## src/rtl/mem_arb_pkg.sv

```systemverilog
// Shared types and widths for the memory scheduling arbiter.
package mem_arb_pkg;
    localparam int LINE_W = 256;
    localparam int ADDR_W = 32;

    typedef enum logic [1:0] {
        IDLE    = 2'd0,
        GRANT_I = 2'd1,
        GRANT_D = 2'd2,
        RECOVER = 2'd3
    } arb_state_e;
endpackage

```

## src/rtl/mem_sched_arbiter_if.sv

```systemverilog
// Cache-side and adaptor-side signals of the arbiter.
// slave: arbiter view; master: environment (caches + adaptor) view.
interface mem_sched_arbiter_if;
    import mem_arb_pkg::*;

    logic              inst_mem_read;
    logic [ADDR_W-1:0] inst_mem_addr;
    logic [LINE_W-1:0] inst_mem_rdata;
    logic              inst_mem_resp;

    logic              data_mem_read;
    logic              data_mem_write;
    logic [ADDR_W-1:0] data_mem_addr;
    logic [LINE_W-1:0] data_mem_wdata;
    logic [LINE_W-1:0] data_mem_rdata;
    logic              data_mem_resp;

    logic              mem_read;
    logic              mem_write;
    logic [ADDR_W-1:0] mem_address;
    logic [LINE_W-1:0] mem_wdata;
    logic [LINE_W-1:0] mem_rdata;
    logic              mem_resp;

    modport slave (
        input  inst_mem_read, inst_mem_addr,
        input  data_mem_read, data_mem_write, data_mem_addr, data_mem_wdata,
        input  mem_rdata, mem_resp,
        output inst_mem_rdata, inst_mem_resp,
        output data_mem_rdata, data_mem_resp,
        output mem_read, mem_write, mem_address, mem_wdata
    );

    modport master (
        output inst_mem_read, inst_mem_addr,
        output data_mem_read, data_mem_write, data_mem_addr, data_mem_wdata,
        output mem_rdata, mem_resp,
        input  inst_mem_rdata, inst_mem_resp,
        input  data_mem_rdata, data_mem_resp,
        input  mem_read, mem_write, mem_address, mem_wdata
    );
endinterface

```

## src/rtl/arb_starve_ctr.sv

```systemverilog
// Counts data grants issued while an instruction fill is waiting.
// Saturates at STARVE_LIMIT; at_limit tells the arbiter to favour the I-side.
module arb_starve_ctr #(
    parameter int STARVE_LIMIT = 4
) (
    input  logic clk,
    input  logic reset_n,
    input  logic inc,
    input  logic clr,
    output logic at_limit
);
    localparam int CW = (STARVE_LIMIT < 1) ? 1 : $clog2(STARVE_LIMIT + 1);
    localparam logic [CW-1:0] LIMIT = CW'(STARVE_LIMIT);

    logic [CW-1:0] cnt;

    // Saturating counter; clear wins over increment.
    always_ff @(posedge clk or negedge reset_n) begin
        if (!reset_n)                   cnt <= '0;
        else if (clr)                   cnt <= '0;
        else if (inc && (cnt != LIMIT)) cnt <= cnt + 1'b1;
    end

    assign at_limit = (cnt == LIMIT);
endmodule

```

## src/rtl/mem_sched_arbiter.sv

```systemverilog
// Arbitrates I-cache fills and D-cache fills/writebacks onto one cacheline
// adaptor. Data side has priority; a RECOVER cycle follows every completion.
// Optional build macro: ARB_STARVE_GUARD_EN -- after STARVE_LIMIT consecutive
// data grants with an instruction fill waiting, the I-side is served next.
module mem_sched_arbiter
    import mem_arb_pkg::*;
#(
    parameter int STARVE_LIMIT = 4
) (
    input  logic         clk,
    input  logic         reset_n,
    mem_sched_arbiter_if.slave bus
);
    arb_state_e        state, state_nxt;
    logic              data_pend, inst_pend, inst_first;
    logic              grant_i, grant_d, done;
    logic              rd_q, wr_q;
    logic [ADDR_W-1:0] addr_q;
    logic [LINE_W-1:0] wdata_q;

    assign data_pend = bus.data_mem_read | bus.data_mem_write;
    assign inst_pend = bus.inst_mem_read;
    // mem_resp only counts while a grant is outstanding
    assign done      = ((state == GRANT_I) || (state == GRANT_D)) && bus.mem_resp;

`ifdef ARB_STARVE_GUARD_EN
    logic starved;

    arb_starve_ctr #(.STARVE_LIMIT(STARVE_LIMIT)) u_starve (
        .clk      (clk),
        .reset_n  (reset_n),
        .inc      (grant_d && inst_pend),
        .clr      (grant_i || ((state == IDLE) && !inst_pend)),
        .at_limit (starved)
    );

    assign inst_first = starved & inst_pend;
`else
    logic unused_starve_limit;
    assign unused_starve_limit = ^STARVE_LIMIT;
    assign inst_first = 1'b0;
`endif

    // State register.
    always_ff @(posedge clk or negedge reset_n) begin
        if (!reset_n) state <= IDLE;
        else          state <= state_nxt;
    end

    // Next-state and grant decision.
    always_comb begin
        state_nxt = state;
        grant_i   = 1'b0;
        grant_d   = 1'b0;
        case (state)
            IDLE: begin
                if (inst_first)     grant_i = 1'b1;
                else if (data_pend) grant_d = 1'b1;
                else if (inst_pend) grant_i = 1'b1;
                if (grant_d)        state_nxt = GRANT_D;
                else if (grant_i)   state_nxt = GRANT_I;
            end
            GRANT_I, GRANT_D: if (bus.mem_resp) state_nxt = RECOVER;
            RECOVER:          state_nxt = IDLE;
            default:          state_nxt = IDLE;
        endcase
    end

    // Request registers: latched on grant, dropped after the completion cycle.
    // A simultaneous read+write from the D-side is issued as a write.
    always_ff @(posedge clk or negedge reset_n) begin
        if (!reset_n) begin
            rd_q    <= 1'b0;
            wr_q    <= 1'b0;
            addr_q  <= '0;
            wdata_q <= '0;
        end else if (grant_d) begin
            rd_q    <= ~bus.data_mem_write;
            wr_q    <= bus.data_mem_write;
            addr_q  <= bus.data_mem_addr;
            wdata_q <= bus.data_mem_wdata;
        end else if (grant_i) begin
            rd_q    <= 1'b1;
            wr_q    <= 1'b0;
            addr_q  <= bus.inst_mem_addr;
            wdata_q <= '0;
        end else if (done) begin
            rd_q    <= 1'b0;
            wr_q    <= 1'b0;
        end
    end

    assign bus.mem_read       = rd_q;
    assign bus.mem_write      = wr_q;
    assign bus.mem_address    = addr_q;
    assign bus.mem_wdata      = wdata_q;
    assign bus.inst_mem_resp  = (state == GRANT_I) & bus.mem_resp;
    assign bus.data_mem_resp  = (state == GRANT_D) & bus.mem_resp;
    assign bus.inst_mem_rdata = bus.mem_rdata;
    assign bus.data_mem_rdata = bus.mem_rdata;
endmodule

```

## src/flat_wrapper.sv

```systemverilog
// flat-port wrapper written by rule: the top's interface ports become plain ports
module mem_sched_arbiter_flat import mem_arb_pkg::*;
#(
    parameter int STARVE_LIMIT = 4
)
  (clk, reset_n, bus_inst_mem_read, bus_inst_mem_addr, bus_data_mem_read, bus_data_mem_write, bus_data_mem_addr, bus_data_mem_wdata, bus_mem_rdata, bus_mem_resp, bus_inst_mem_rdata, bus_inst_mem_resp, bus_data_mem_rdata, bus_data_mem_resp, bus_mem_read, bus_mem_write, bus_mem_address, bus_mem_wdata);
  mem_sched_arbiter_if bus_i ();
  input  logic clk;
  input  logic reset_n;
  input wire logic [$bits(bus_i.inst_mem_read)-1:0] bus_inst_mem_read;
  input wire logic [$bits(bus_i.inst_mem_addr)-1:0] bus_inst_mem_addr;
  input wire logic [$bits(bus_i.data_mem_read)-1:0] bus_data_mem_read;
  input wire logic [$bits(bus_i.data_mem_write)-1:0] bus_data_mem_write;
  input wire logic [$bits(bus_i.data_mem_addr)-1:0] bus_data_mem_addr;
  input wire logic [$bits(bus_i.data_mem_wdata)-1:0] bus_data_mem_wdata;
  input wire logic [$bits(bus_i.mem_rdata)-1:0] bus_mem_rdata;
  input wire logic [$bits(bus_i.mem_resp)-1:0] bus_mem_resp;
  output wire logic [$bits(bus_i.inst_mem_rdata)-1:0] bus_inst_mem_rdata;
  output wire logic [$bits(bus_i.inst_mem_resp)-1:0] bus_inst_mem_resp;
  output wire logic [$bits(bus_i.data_mem_rdata)-1:0] bus_data_mem_rdata;
  output wire logic [$bits(bus_i.data_mem_resp)-1:0] bus_data_mem_resp;
  output wire logic [$bits(bus_i.mem_read)-1:0] bus_mem_read;
  output wire logic [$bits(bus_i.mem_write)-1:0] bus_mem_write;
  output wire logic [$bits(bus_i.mem_address)-1:0] bus_mem_address;
  output wire logic [$bits(bus_i.mem_wdata)-1:0] bus_mem_wdata;
  assign bus_i.inst_mem_read = bus_inst_mem_read;
  assign bus_i.inst_mem_addr = bus_inst_mem_addr;
  assign bus_i.data_mem_read = bus_data_mem_read;
  assign bus_i.data_mem_write = bus_data_mem_write;
  assign bus_i.data_mem_addr = bus_data_mem_addr;
  assign bus_i.data_mem_wdata = bus_data_mem_wdata;
  assign bus_i.mem_rdata = bus_mem_rdata;
  assign bus_i.mem_resp = bus_mem_resp;
  assign bus_inst_mem_rdata = bus_i.inst_mem_rdata;
  assign bus_inst_mem_resp = bus_i.inst_mem_resp;
  assign bus_data_mem_rdata = bus_i.data_mem_rdata;
  assign bus_data_mem_resp = bus_i.data_mem_resp;
  assign bus_mem_read = bus_i.mem_read;
  assign bus_mem_write = bus_i.mem_write;
  assign bus_mem_address = bus_i.mem_address;
  assign bus_mem_wdata = bus_i.mem_wdata;
  mem_sched_arbiter #(.STARVE_LIMIT(STARVE_LIMIT)) u_core (.clk(clk), .reset_n(reset_n), .bus(bus_i));
endmodule
```

## config.mk

```make
export PLATFORM = sky130hd
export DESIGN_NAME = mem_sched_arbiter_flat
export DESIGN_NICKNAME = d
export VERILOG_FILES = /design/src/rtl/mem_arb_pkg.sv /design/src/rtl/mem_sched_arbiter_if.sv /design/src/rtl/arb_starve_ctr.sv /design/src/rtl/mem_sched_arbiter.sv /design/src/flat_wrapper.sv
export SDC_FILE = /design/constraint.sdc
export NUM_CORES = 1
export LEC_CHECK = 0
export CORE_AREA = 2 2 542 544
export DETAILED_ROUTE_END_ITERATION = 7
export DIE_AREA = 0 0 544 546
export PLACE_DENSITY_LB_ADDON = 0.12
export SYNTH_ARGS = -nofsm -noshare
export SYNTH_HDL_FRONTEND = slang
export SYNTH_SLANG_ARGS = --single-unit
```

## constraint.sdc

```tcl
create_clock -name clk -period 2.1 [get_ports clk]
set_input_delay 0.21 -clock clk [delete_from_list [all_inputs] [get_ports clk]]
set_output_delay 0.21 -clock clk [all_outputs]
set_load 0.005 [all_outputs]
```

==> results.md <==
- Of the cells placed in the final design, the portion with a size suffix greater than 1 is 0.105.
- The initial antenna violation count came to 35.
- The yosys synthesis warning count is 0.
- OpenSTA, run right after detailed placement, puts the worst setup slack at -20.2 ps.
- In the post-synthesis netlist, the cell with the most instances is buf_4.
- The largest driver fanout on the critical path is 2.
- The netlist uses 23 different library cells.
- Synthesis inferred 292 register bits.
- The first detailed-routing pass took 4 iterations.
- The sequential-to-total area share from yosys stat is 0.509.
- The largest total area in the synthesized netlist belongs to dfrtp_1.
- The routed design uses 41900 um of met2 wire.
- The total wire length after detailed routing is 109000 um.
- For this block, wires on met1 add up to 37500 um.
- The most used flip-flop cell after synthesis is dfrtp_1.
- The post-synthesis net count is 1836.
- The number of global-route vias before repair is 11400.
- For this run, the total global-route usage over all layers was measured as 0.0713.
- The number of buffer and inverter stages on the critical path is 1.
- The net load switching power is 0.0134 W.
- For this design the top-level I/O count stands at 1386.
- Setup slack on the critical path of the routed design comes to 126 ps.
- The ratio of total power to cell area is 1450 nW/um2.
- The CTS tree is yes.
- The run finished with clean final reports.
- The first-pass GRT wire length is 135000 um.
- The net switching share of the total power is 0.393.
- The data required time at the worst endpoint is 1890 ps.
- The netlist area before placement is 14400 um2.
- The total number of nets in the final design is 1992.
- Detailed placement ended at an HPWL of 93400 um.
- The detail route stage leaves a number of antenna-violating nets equal to 0.
- The async set-or-reset flop fraction in the synthesized netlist is 1.00.
- After detailed routing, the number of vias per cell comes to 1.89.
- Row generation in the floorplan step produced 199 rows.
- The achievable clock frequency is 507 MHz.
- The post-detailed-route DRC marker count is 0.
- The kind of critical path is reg2out.
- Of the total synthesized cell area, the portion taken by full adders, half adders and majority gates is 0.00261.
- The routed design uses 22000 um of met3 wire.
- The overall die width is 544 um.
- The cell with the biggest individual delay on the critical path is clkdlybuf4s50_1.
- The sort of element at the end of the critical path is an output pin.
- The worst hold path belongs to the class in2async.
- Of the total synthesized cell area, the portion taken by XOR and XNOR cells is 0.
- At the end of routability-driven placement, the weighted congestion stood at 0.710.
- The share of synthesized area in the top cell type comes to 0.509.
- The number of synthesized flops with an enable pin is 0.
- The worst-case headroom to the max-slew limit is 0.600.
- The clock tree skew after final layout is 40.0 ps.
- The cell count after synthesis is 1251.
- The combinational family with the most area after synthesis is buffers and inverters.
- The non-filler instance count after layout is 5367.
- Of the total synthesized cell area, the portion taken by AND, OR, NAND and NOR gates is 0.0206.
- The clock root buffer master is clkbuf_16.
- STA classifies the critical path startpoint as a flip-flop.
- The total of buffers placed on input and output ports is 617.
- Of the available clock period, the critical path in the final layout requires 0.940.
- The largest single stage delay on the critical path is 710 ps.
- The leakage power is 8.83 nW.
- The number of vias in the routed layout is 10100.
- The deepest level of the CTS H-tree is 2.
- The initial core utilization is 0.0492.
- The total clock sinks is 292.
- Walking the worst path, the cells encountered are clkdlybuf4s50_1.
- The number of max-cap violations is 0.
- The internal power of the cells is 0.0207 W.
- The worst hold slack after final layout is 89.3 ps.
- The number of buffers inserted during clock tree synthesis is 49.
- The top metal layer carrying routed signals is met4.
- The area of the core is 292000 um2.
- Entering global routing, the biggest net connects 69 pins.
- The combinational group share of total power is 0.455.
- After synthesis, the share of cell area in mux cells is 0.
- For this block, the initial DRC count from the detailed router was 320.
- The final hold violation count is 0.
- By count the netlist is led by 515 x buf_4, 292 x dfrtp_1, 256 x a22o_1.
- The routed length per placed instance is 20.3 um.
- The clock power share is 0.246.
- Sorting the synthesized cells by area gives the leading types as dfrtp_1 51%, buf_4 27%, a22o_1 16%.
- The total instance count after detailed placement is 5268.
- The maximum number of buffers from clock root to sink is 3.
- The number of max-slew violations in the final report came to 0.
- Measured along the y axis, the die boundary spans 546 um.
- For the worst-skew pair, the clock arrives at the later sink with an insertion delay of 720 ps.
- The compound-gate portion of the synthesized area is 0.177.
- Once the clock tree was built, the setup fixing pass inserted 0 buffers.
- A synthesized cell averages 11.5 um2.
- The clock-pin slew on the worst setup and hold paths is 50 ps.
- IR analysis of the VDD net gives a maximum drop of 0.633 mV.
- Subtracting the final worst setup slack from the clock period gives 1970 ps.
- Data arrives at the worst endpoint at 1760 ps.
- For the pin with the worst max-slew slack, the measured transition is 603 ps.
- For this run the aggregate overflow at the end of global routing stands at 0.
- The area enclosed by the die boundary is 297000 um2.
- The signed area change from the synthesized netlist to the final layout is 64.2%.
- The share of power burned in registers is 0.299.
- Among cell families on the critical path, the largest total delay comes from buffers and inverters.
- The number of failing setup endpoints in the final timing report is 0.
[path summary, 6_finish.rpt]
path,start,slack [ps],endpoint,cells past startpoint
max,u_core.bus.mem_wdata[231]$_DFFE_PN0P_,130,bus_mem_wdata[231],1
min,reset_n,90,u_core.bus.mem_wdata[73]$_DFFE_PN0P_,2
max reg2reg,u_core.state[0]$_DFFE_PN0P_,170,u_core.bus.mem_address[7]$_DFFE_PN0P_,7
min reg2reg,u_core.bus.mem_wdata[156]$_DFFE_PN0P_,490,u_core.bus.mem_wdata[156]$_DFFE_PN0P_,1
max in group asynchronous,reset_n,1150,u_core.bus.mem_address[29]$_DFFE_PN0P_,4
min in group clk,bus_data_mem_wdata[137],120,u_core.bus.mem_wdata[137]$_DFFE_PN0P_,2
[per-layer routing]
| layer | up-vias | GRT usage |
|---|---|---|
| met4 | 0 | 0.0451 |
| met3 | 339 | 0.0646 |
| met5 | - | 0 |
| met1 | 4701 | 0.0696 |
| li1 | 4186 | - |
| met2 | 915 | 0.0974 |
[logic make-up (layout without fill, tap and decap cells)]
kind of cell | count (synthesis) | after routing
AND/OR/NAND/NOR | 73 | 73
adder cells (fa/ha/maj) | 3 | 3
AO/OA/AOI/OAI | 300 | 300
other | 0 | 7
flip-flops | 292 | 292
buffers and inverters | 583 | 773
[layout by cell type, fill, tap and decap left out, drive strengths merged, types with 6 or more instances in the layout]
cell type,count
clkinv,10
clkdlybuf4s50,503
diode,7
buf,66
a22o,256
dlymetal6s2s,6
clkbuf,69
dfrtp,292
o22ai,32
dlygate4sd3,7
dlygate4sd2,104
nor2,65
[worst register-to-register path, cell delays in order (launching register included)]
cell and delay, ps:
dfrtp_1 400, inv_1 110, ha_1 270, buf_4 220, nand4bb_4 210, buf_12 220, o22ai_1 310, nor2_1 70
[timing repair]
| item | 4_1_cts | 5_1_grt |
|---|---|---|
| hold endpoints to repair | 257 | 0 |
| endpoints found under the setup margin | 106 | 8 |
| resized for setup | 110 | 7 |
| hold buffers | 7 | 0 |
[registers in the layout (all words and copies together), names as in the netlist]
name and cells:
u_core.bus.mem_wdata 256, u_core.bus.mem_write 1, u_core.bus.mem_read 1, u_core.bus.mem_address 32
u_core.state 2
[through the flow]
step	area, um2	power [W]	TNS (ps)	util
after global placement	22000	0.0274	-600	0.0753
after detailed placement	22000	0.0274	-141	0.0753
after global routing	23600	0.0372	-5.34	0.0807
after floorplan	14400	0.0155	0	-
after CTS	23500	0.0358	0	0.0806
final	23600	0.0342	0	0.0808
[final cells by class]
| type | instances | area (um2) |
|---|---|---|
| fillers | 33900 | 268000 |
| flip-flops and latches | 292 | 7310 |
| repair buffers | 686 | 6830 |
| well taps | 3919 | 4900 |
| multi-input cells | 376 | 2910 |
| clock buffers | 69 | 1440 |
| clock inverters | 16 | 170 |
| diodes | 7 | 17.5 |
| inverters | 2 | 7.51 |
[power groups by stage]
| stage | clock network, W | registers [W] | logic (W) |
|---|---|---|---|
| 2_1_floorplan | 0 | 0.00996 | 0.00557 |
| 3_3_place_gp | 0 | 0.0104 | 0.0170 |
| 3_5_place_dp | 0 | 0.0104 | 0.0170 |
| 4_1_cts | 0.00902 | 0.0104 | 0.0164 |
| 5_1_grt | 0.00913 | 0.0106 | 0.0175 |
| 6_report | 0.00840 | 0.0102 | 0.0155 |
No activity file was read; power rests on OpenSTA's default activity.
